<file path="src/rtl/rf_hazard_ctrl_if.sv">
`default_nettype none
// +-----------------------------------------------------------------------+
// | rf_hazard_ctrl_if                                                     |
// | Issue, forwarding and RF write-port bundle for the hazard controller. |
// | Rev 1.0                                                               |
// +-----------------------------------------------------------------------+
interface rf_hazard_ctrl_if #(
  parameter int WORD_SIZE     = 16,
  parameter int REG_ADDR_BITS = 2,
  parameter int CNT_BITS      = 16
);
  logic                     issue_valid;
  logic                     issue_use1;
  logic [REG_ADDR_BITS-1:0] issue_rs1;
  logic                     issue_use2;
  logic [REG_ADDR_BITS-1:0] issue_rs2;
  logic                     issue_wr;
  logic [REG_ADDR_BITS-1:0] issue_rd;
  logic                     issue_load;
  logic [WORD_SIZE-1:0]     ex_result;
  logic [WORD_SIZE-1:0]     mem_rdata;
  logic [WORD_SIZE-1:0]     rf_data1;
  logic [WORD_SIZE-1:0]     rf_data2;
  logic                     mem_busy;
  logic                     flush;
  logic                     stall;
  logic [WORD_SIZE-1:0]     opnd1;
  logic [WORD_SIZE-1:0]     opnd2;
  logic [1:0]               fwd_sel1;
  logic [1:0]               fwd_sel2;
  logic                     rf_write;
  logic [REG_ADDR_BITS-1:0] rf_waddr;
  logic [WORD_SIZE-1:0]     rf_wdata;
  logic [CNT_BITS-1:0]      stall_cnt;

  modport master (
    output issue_valid, issue_use1, issue_rs1, issue_use2, issue_rs2,
           issue_wr, issue_rd, issue_load, ex_result, mem_rdata,
           rf_data1, rf_data2, mem_busy, flush,
    input  stall, opnd1, opnd2, fwd_sel1, fwd_sel2,
           rf_write, rf_waddr, rf_wdata, stall_cnt
  );

  modport slave (
    input  issue_valid, issue_use1, issue_rs1, issue_use2, issue_rs2,
           issue_wr, issue_rd, issue_load, ex_result, mem_rdata,
           rf_data1, rf_data2, mem_busy, flush,
    output stall, opnd1, opnd2, fwd_sel1, fwd_sel2,
           rf_write, rf_waddr, rf_wdata, stall_cnt
  );
endinterface
`default_nettype wire

</file>
<file path="src/rtl/rf_hazard_ctrl.sv">
`default_nettype none
// +-----------------------------------------------------------------------+
// | rf_hazard_ctrl                                                        |
// | EX/MEM/WB destination tracking, operand forwarding, load-use stall.   |
// | Rev 1.0                                                               |
// +-----------------------------------------------------------------------+
module rf_hazard_ctrl #(
  parameter int WORD_SIZE     = 16,
  parameter int REG_ADDR_BITS = 2,
  parameter int CNT_BITS      = 16
) (
  input  wire logic        clk,
  input  wire logic        reset,
  rf_hazard_ctrl_if.slave  bus
);

  typedef struct packed {
    logic                     valid;
    logic                     wr;
    logic [REG_ADDR_BITS-1:0] rd;
  } slot_t;

  slot_t                ex_q, ex_d, mem_q, mem_d, wb_q, wb_d;
  logic                 ex_load_q, ex_load_d, mem_load_q, mem_load_d;
  logic [WORD_SIZE-1:0] mem_data_q, mem_data_d, wb_data_q, wb_data_d;
  logic [CNT_BITS-1:0]  stall_cnt_q, stall_cnt_d;

  logic [WORD_SIZE-1:0]     mem_fwd_data;
  logic                     stall;
  logic                     use_v     [2];
  logic [REG_ADDR_BITS-1:0] rs_v      [2];
  logic [WORD_SIZE-1:0]     rf_v      [2];
  logic [WORD_SIZE-1:0]     opnd_v    [2];
  logic [1:0]               sel_v     [2];
  logic                     ex_ld_hit [2];

  function automatic logic hit(input slot_t s, input logic use_rs,
                               input logic [REG_ADDR_BITS-1:0] rs);
    return s.valid && s.wr && use_rs && (s.rd == rs);
  endfunction

  // A load in MEM has no result in mem_data_q yet; its value is on mem_rdata.
  assign mem_fwd_data = mem_load_q ? bus.mem_rdata : mem_data_q;

  assign use_v[0] = bus.issue_use1;
  assign use_v[1] = bus.issue_use2;
  assign rs_v[0]  = bus.issue_rs1;
  assign rs_v[1]  = bus.issue_rs2;
  assign rf_v[0]  = bus.rf_data1;
  assign rf_v[1]  = bus.rf_data2;

  for (genvar i = 0; i < 2; i++) begin : g_opnd
    always_comb begin
      sel_v[i]     = 2'd0;
      opnd_v[i]    = rf_v[i];
      ex_ld_hit[i] = 1'b0;
      if (!reset) begin
        ex_ld_hit[i] = hit(ex_q, use_v[i], rs_v[i]) && ex_load_q;
        if (hit(ex_q, use_v[i], rs_v[i]) && !ex_load_q) begin
          sel_v[i]  = 2'd1;
          opnd_v[i] = bus.ex_result;
        end else if (hit(mem_q, use_v[i], rs_v[i])) begin
          sel_v[i]  = 2'd2;
          opnd_v[i] = mem_fwd_data;
        end else if (hit(wb_q, use_v[i], rs_v[i])) begin
          sel_v[i]  = 2'd3;
          opnd_v[i] = wb_data_q;
        end
      end
    end
  end

  assign stall = !reset && bus.issue_valid && (ex_ld_hit[0] || ex_ld_hit[1]);

  assign bus.stall     = stall;
  assign bus.fwd_sel1  = sel_v[0];
  assign bus.fwd_sel2  = sel_v[1];
  assign bus.opnd1     = opnd_v[0];
  assign bus.opnd2     = opnd_v[1];
  assign bus.rf_write  = !reset && wb_q.valid && wb_q.wr;
  assign bus.rf_waddr  = wb_q.rd;
  assign bus.rf_wdata  = wb_data_q;
  assign bus.stall_cnt = stall_cnt_q;

  always_comb begin
    ex_d        = ex_q;
    ex_load_d   = ex_load_q;
    mem_d       = mem_q;
    mem_load_d  = mem_load_q;
    mem_data_d  = mem_data_q;
    wb_d        = wb_q;
    wb_data_d   = wb_data_q;
    stall_cnt_d = stall_cnt_q;
    if (!bus.mem_busy) begin
      wb_d       = mem_q;
      wb_data_d  = mem_fwd_data;
      mem_d      = ex_q;
      mem_load_d = ex_load_q;
      mem_data_d = bus.ex_result;
      if (bus.flush) begin
        mem_d.valid = 1'b0;
      end
      ex_d.valid = bus.issue_valid && !stall && !bus.flush;
      ex_d.wr    = bus.issue_wr;
      ex_d.rd    = bus.issue_rd;
      ex_load_d  = bus.issue_load;
      if (stall && (stall_cnt_q != '1)) begin
        stall_cnt_d = stall_cnt_q + CNT_BITS'(1);
      end
    end else if (bus.flush) begin
      // Frozen pipeline: only the EX instruction can be killed in place.
      ex_d.valid = 1'b0;
    end
  end

  always_ff @(posedge clk) begin
    if (reset) begin
      ex_q        <= '0;
      ex_load_q   <= 1'b0;
      mem_q       <= '0;
      mem_load_q  <= 1'b0;
      mem_data_q  <= '0;
      wb_q        <= '0;
      wb_data_q   <= '0;
      stall_cnt_q <= '0;
    end else begin
      ex_q        <= ex_d;
      ex_load_q   <= ex_load_d;
      mem_q       <= mem_d;
      mem_load_q  <= mem_load_d;
      mem_data_q  <= mem_data_d;
      wb_q        <= wb_d;
      wb_data_q   <= wb_data_d;
      stall_cnt_q <= stall_cnt_d;
    end
  end

endmodule
`default_nettype wire

</file>
<file path="src/flat_wrapper.sv">
// flat-port wrapper written by rule: the top's interface ports become plain ports
module rf_hazard_ctrl_flat 
#(
  parameter int WORD_SIZE     = 16,
  parameter int REG_ADDR_BITS = 2,
  parameter int CNT_BITS      = 16
)
  (clk, reset, bus_issue_valid, bus_issue_use1, bus_issue_rs1, bus_issue_use2, bus_issue_rs2, bus_issue_wr, bus_issue_rd, bus_issue_load, bus_ex_result, bus_mem_rdata, bus_rf_data1, bus_rf_data2, bus_mem_busy, bus_flush, bus_stall, bus_opnd1, bus_opnd2, bus_fwd_sel1, bus_fwd_sel2, bus_rf_write, bus_rf_waddr, bus_rf_wdata, bus_stall_cnt);
  rf_hazard_ctrl_if #(.WORD_SIZE(WORD_SIZE), .REG_ADDR_BITS(REG_ADDR_BITS), .CNT_BITS(CNT_BITS)) bus_i ();
  input  wire logic clk;
  input  wire logic reset;
  input wire logic [$bits(bus_i.issue_valid)-1:0] bus_issue_valid;
  input wire logic [$bits(bus_i.issue_use1)-1:0] bus_issue_use1;
  input wire logic [$bits(bus_i.issue_rs1)-1:0] bus_issue_rs1;
  input wire logic [$bits(bus_i.issue_use2)-1:0] bus_issue_use2;
  input wire logic [$bits(bus_i.issue_rs2)-1:0] bus_issue_rs2;
  input wire logic [$bits(bus_i.issue_wr)-1:0] bus_issue_wr;
  input wire logic [$bits(bus_i.issue_rd)-1:0] bus_issue_rd;
  input wire logic [$bits(bus_i.issue_load)-1:0] bus_issue_load;
  input wire logic [$bits(bus_i.ex_result)-1:0] bus_ex_result;
  input wire logic [$bits(bus_i.mem_rdata)-1:0] bus_mem_rdata;
  input wire logic [$bits(bus_i.rf_data1)-1:0] bus_rf_data1;
  input wire logic [$bits(bus_i.rf_data2)-1:0] bus_rf_data2;
  input wire logic [$bits(bus_i.mem_busy)-1:0] bus_mem_busy;
  input wire logic [$bits(bus_i.flush)-1:0] bus_flush;
  output wire logic [$bits(bus_i.stall)-1:0] bus_stall;
  output wire logic [$bits(bus_i.opnd1)-1:0] bus_opnd1;
  output wire logic [$bits(bus_i.opnd2)-1:0] bus_opnd2;
  output wire logic [$bits(bus_i.fwd_sel1)-1:0] bus_fwd_sel1;
  output wire logic [$bits(bus_i.fwd_sel2)-1:0] bus_fwd_sel2;
  output wire logic [$bits(bus_i.rf_write)-1:0] bus_rf_write;
  output wire logic [$bits(bus_i.rf_waddr)-1:0] bus_rf_waddr;
  output wire logic [$bits(bus_i.rf_wdata)-1:0] bus_rf_wdata;
  output wire logic [$bits(bus_i.stall_cnt)-1:0] bus_stall_cnt;
  assign bus_i.issue_valid = bus_issue_valid;
  assign bus_i.issue_use1 = bus_issue_use1;
  assign bus_i.issue_rs1 = bus_issue_rs1;
  assign bus_i.issue_use2 = bus_issue_use2;
  assign bus_i.issue_rs2 = bus_issue_rs2;
  assign bus_i.issue_wr = bus_issue_wr;
  assign bus_i.issue_rd = bus_issue_rd;
  assign bus_i.issue_load = bus_issue_load;
  assign bus_i.ex_result = bus_ex_result;
  assign bus_i.mem_rdata = bus_mem_rdata;
  assign bus_i.rf_data1 = bus_rf_data1;
  assign bus_i.rf_data2 = bus_rf_data2;
  assign bus_i.mem_busy = bus_mem_busy;
  assign bus_i.flush = bus_flush;
  assign bus_stall = bus_i.stall;
  assign bus_opnd1 = bus_i.opnd1;
  assign bus_opnd2 = bus_i.opnd2;
  assign bus_fwd_sel1 = bus_i.fwd_sel1;
  assign bus_fwd_sel2 = bus_i.fwd_sel2;
  assign bus_rf_write = bus_i.rf_write;
  assign bus_rf_waddr = bus_i.rf_waddr;
  assign bus_rf_wdata = bus_i.rf_wdata;
  assign bus_stall_cnt = bus_i.stall_cnt;
  rf_hazard_ctrl #(.WORD_SIZE(WORD_SIZE), .REG_ADDR_BITS(REG_ADDR_BITS), .CNT_BITS(CNT_BITS)) u_core (.clk(clk), .reset(reset), .bus(bus_i));
endmodule
</file>
<file path="config.mk">
export PLATFORM = sky130hd
export DESIGN_NAME = rf_hazard_ctrl_flat
export DESIGN_NICKNAME = d
export VERILOG_FILES = /design/src/rtl/rf_hazard_ctrl_if.sv /design/src/rtl/rf_hazard_ctrl.sv /design/src/flat_wrapper.sv
export SDC_FILE = /design/constraint.sdc
export NUM_CORES = 1
export LEC_CHECK = 0
export ABC_CLOCK_PERIOD_IN_PS = 3980
export BUFFER_PORTS_ARGS = -buffer_cell sky130_fd_sc_hd__buf_2
export CAP_MARGIN = 10
export CORE_UTILIZATION = 30
export DETAILED_ROUTE_END_ITERATION = 10
export PLACE_DENSITY_LB_ADDON = 0.15
export SLEW_MARGIN = 20
export SYNTH_ARGS = -nofsm -noshare
export SYNTH_HDL_FRONTEND = slang
export SYNTH_SLANG_ARGS = --single-unit
</file>
<file path="constraint.sdc">
create_clock -name clk -period 3.98 [get_ports clk]
set_input_delay 0.398 -clock clk [delete_from_list [all_inputs] [get_ports clk]]
set_output_delay 0.398 -clock clk [all_outputs]
set_load 0.01 [all_outputs]
</file>
==> flow_metrics.tcl <==
set metrics [dict create \
    status "completed" \
    critPathMaxStageDelay_ns 0.80 \
    power.leakage_uw 0.00241 \
    drcViolationCount 0 \
    dp_slack_ns 1.11 \
    fillers 1413 \
    cp-start-kind "flip-flop" \
    syn_area_per_cell_um2 7.88 \
    drtPass1Iterations 4 \
    cts_htree_levels 3 \
    synth_edf_count 0 \
    yosys_warnings 0 \
    min_path_type "input port to flip-flop" \
    dieArea_um2 14400 \
    root_buffer "clkbuf_16" \
    path_cells "nand2_1 > a2111oi_4 > nor2_2 > a221o_1 > buf_2" \
    grt-ovfl-total 0 \
    synth.most_common_cell "mux2i_1" \
    tns_ns 0 \
    pin_count 151 \
    finalNetCount 740 \
    finish.instance_area_um2 5400 \
    grt_pass1_wl_um 21000 \
    cpMaxStageDelayCell "a2111oi_4" \
    cts_hold_buf 0 \
    worst_slew_pin_slew_ns 0.895 \
    via_per_inst 5.17 \
    crit_path_max_fanout 17 \
    clk_pin_slew_worst_paths_ns 0.05 \
    critPathLaunch "u_core.ex_q[0]" \
    holdWs_ns 0.255 \
    grt_usage_pct 18.9 \
    num_rows 42 \
    required_ns 3.58 \
    core_area_um2 13400 \
    fin_crit_sh_pct 76.4 \
    min_from "bus_flush" \
    netlist.area_leader.share_pct 29.7 \
    ys.flop_type "dfxtp_1" \
    setup_viol 0 \
    reg2reg_from "u_core.bus.stall_cnt[0]" \
    synth_cell_types 40 \
    synthTopCellsByCount "mux2i_1, nor2_1, nand2_1, dfxtp_1, a21oi_1" \
    hold_viol_final 0 \
    critical_path_class "flip-flop to output pin" \
    power_density_nw_per_um2 334 \
    drive_above_1_share_pct 28.0 \
    diodes 0 \
    placed_area_um2 5050 \
    synth.yosys.seq_area_share_pct 29.7 \
    antenna_left 0 \
    grt_pass1_vias 4016 \
    yosysTopAreaCell "dfxtp_1" \
    synthCells 530 \
    clockBufferDepth 2 \
    clock_latency_ns 0.34 \
    fmax_mhz 329 \
    syn2layout_area_growth_pct 29.1 \
    via_count 4345 \
    antenna_found_initial 0 \
    port_buffers 150 \
    crit_path_end_kind "output pin" \
    clock_skew_ns 0.00469 \
    post_cts_buffers 0 \
    rsz0062_at_grt "no" \
    cts_tree "built" \
    start_util_pct 31.2 \
    wirelength_um 13700 \
    arrival_ns 2.64 \
    min_period_ns 3.04 \
    drt_iter0_drc 312 \
    finalMaxSlewViolations 0 \
    slew_headroom_pct 40.3 \
    grt_max_degree 90 \
    syn_nets 610 \
    wl_per_cell_um 16.3 \
    syn_area_um2 4180 \
    synth_area_leaders "dfxtp_1, mux2i_1, nor2_1" \
    cts_num_sinks 62 \
    fp.dieH_um 120 \
    fin_util_pct 40.3 \
    gp_congestion 0.890 \
    vdd_drop_max_v 0.000254 \
    r2r_slack_ns 1.68 \
    finalWorstSetupSlack_ns 0.939 \
    ys_seq_elements 62 \
    async_reset_ff_share_pct 0 \
    maxCapViolCount 0 \
    dp_hpwl_um 9750 \
    cts_made_buffers 9 \
    post_cts_resized 0 \
    die_w_um 120 \
]
-- state kept, by name, summed over array words and instances (netlist names) --
name	count
u_core.bus.rf_waddr	2
u_core.bus.rf_wdata	16
u_core.bus.stall_cnt	16
u_core.ex_load_q	1
u_core.ex_q	4
u_core.mem_data_q	16
u_core.mem_load_q	1
u_core.mem_q	4
u_core.wb_q	2
-- routing by layer --
layer,vias to the layer above,GRT usage [%],wire (um)
met2,170,31.5,6440
li1,2150,-,-
met5,-,0,0
met4,0,7.66,328
met3,21,6.13,1140
met1,2004,22.3,5810
-- critical path, delay by kind of cell, from the launching register on --
kind | cells | cell delay (ns)
AND/OR/NAND/NOR | 2 | 0.51
buffers and inverters | 1 | 0.15
AO/OA/AOI/OAI | 2 | 1.21
flip-flops | 1 | 0.43
-- placed cells by master, fill, tap and decap left out, types with 2 or more instances in the layout --
master and instances:
a2111oi_4 2, a211oi_2 2, a21oi_1 33, a221o_1 19, a31o_1 11, a31o_2 2
and3_1 4, and4_1 5, buf_2 149, buf_4 11, bufinv_16 2, clkbuf_16 9
clkbuf_8 3, dfxtp_1 62, inv_1 5, mux2i_1 96, nand2_1 80, nand3_1 8
nand4_1 5, nor2_1 86, nor3_2 2, o21a_1 2, o21ai_0 13, o21ai_1 11
o31ai_1 4, or3_1 10, or4_1 4, xnor2_1 4, xor2_1 7
-- final timing paths --
| kind | cells past startpoint | to |
|---|---|---|
| worst min-delay path | 2 | u_core.ex_q[3] |
| worst max-delay path | 5 | bus_opnd2[15] |
| worst min register to register | 2 | u_core.bus.stall_cnt[15] |
| worst max register to register | 6 | u_core.bus.stall_cnt[7] |
-- area by class of cell --
type	count	area, um^2	share of cell area, %
multi-input combinational	422	2750	51.0
clock buffer	13	270	5.01
clock inverter	3	65.1	1.21
sequential	62	1240	23.0
tap	176	220	4.08
inverter	5	18.8	0.348
timing repair buffer	160	828	15.4
-- power breakdown --
part           switching (uW)  internal (uW)  total [uW]
registers                19.6            643         662
logic                     153            119         272
clock network             271            598         868
-- per-stage QoR --
| step | cells | total power, uW |
|---|---|---|
| global route | 841 | 1880 |
| floorplan | 530 | 829 |
| global placement | 825 | 943 |
| detailed placement | 825 | 947 |
| CTS | 841 | 1820 |
| finish | 841 | 1800 |
-- cell families (layout without fill, tap and decap cells) --
kind of cell / after synthesis / in the layout / share of synthesized area, %
compound gates: 102 / 102 / 17.8
xor+xnor: 11 / 11 / 2.31
fa+ha+maj: 1 / 1 / 0.299
buf+inv: 46 / 181 / 4.88
flops: 62 / 62 / 29.7
mux: 96 / 96 / 23.0
simple gates: 212 / 212 / 22.0
Power figures use the tool's default switching activity.
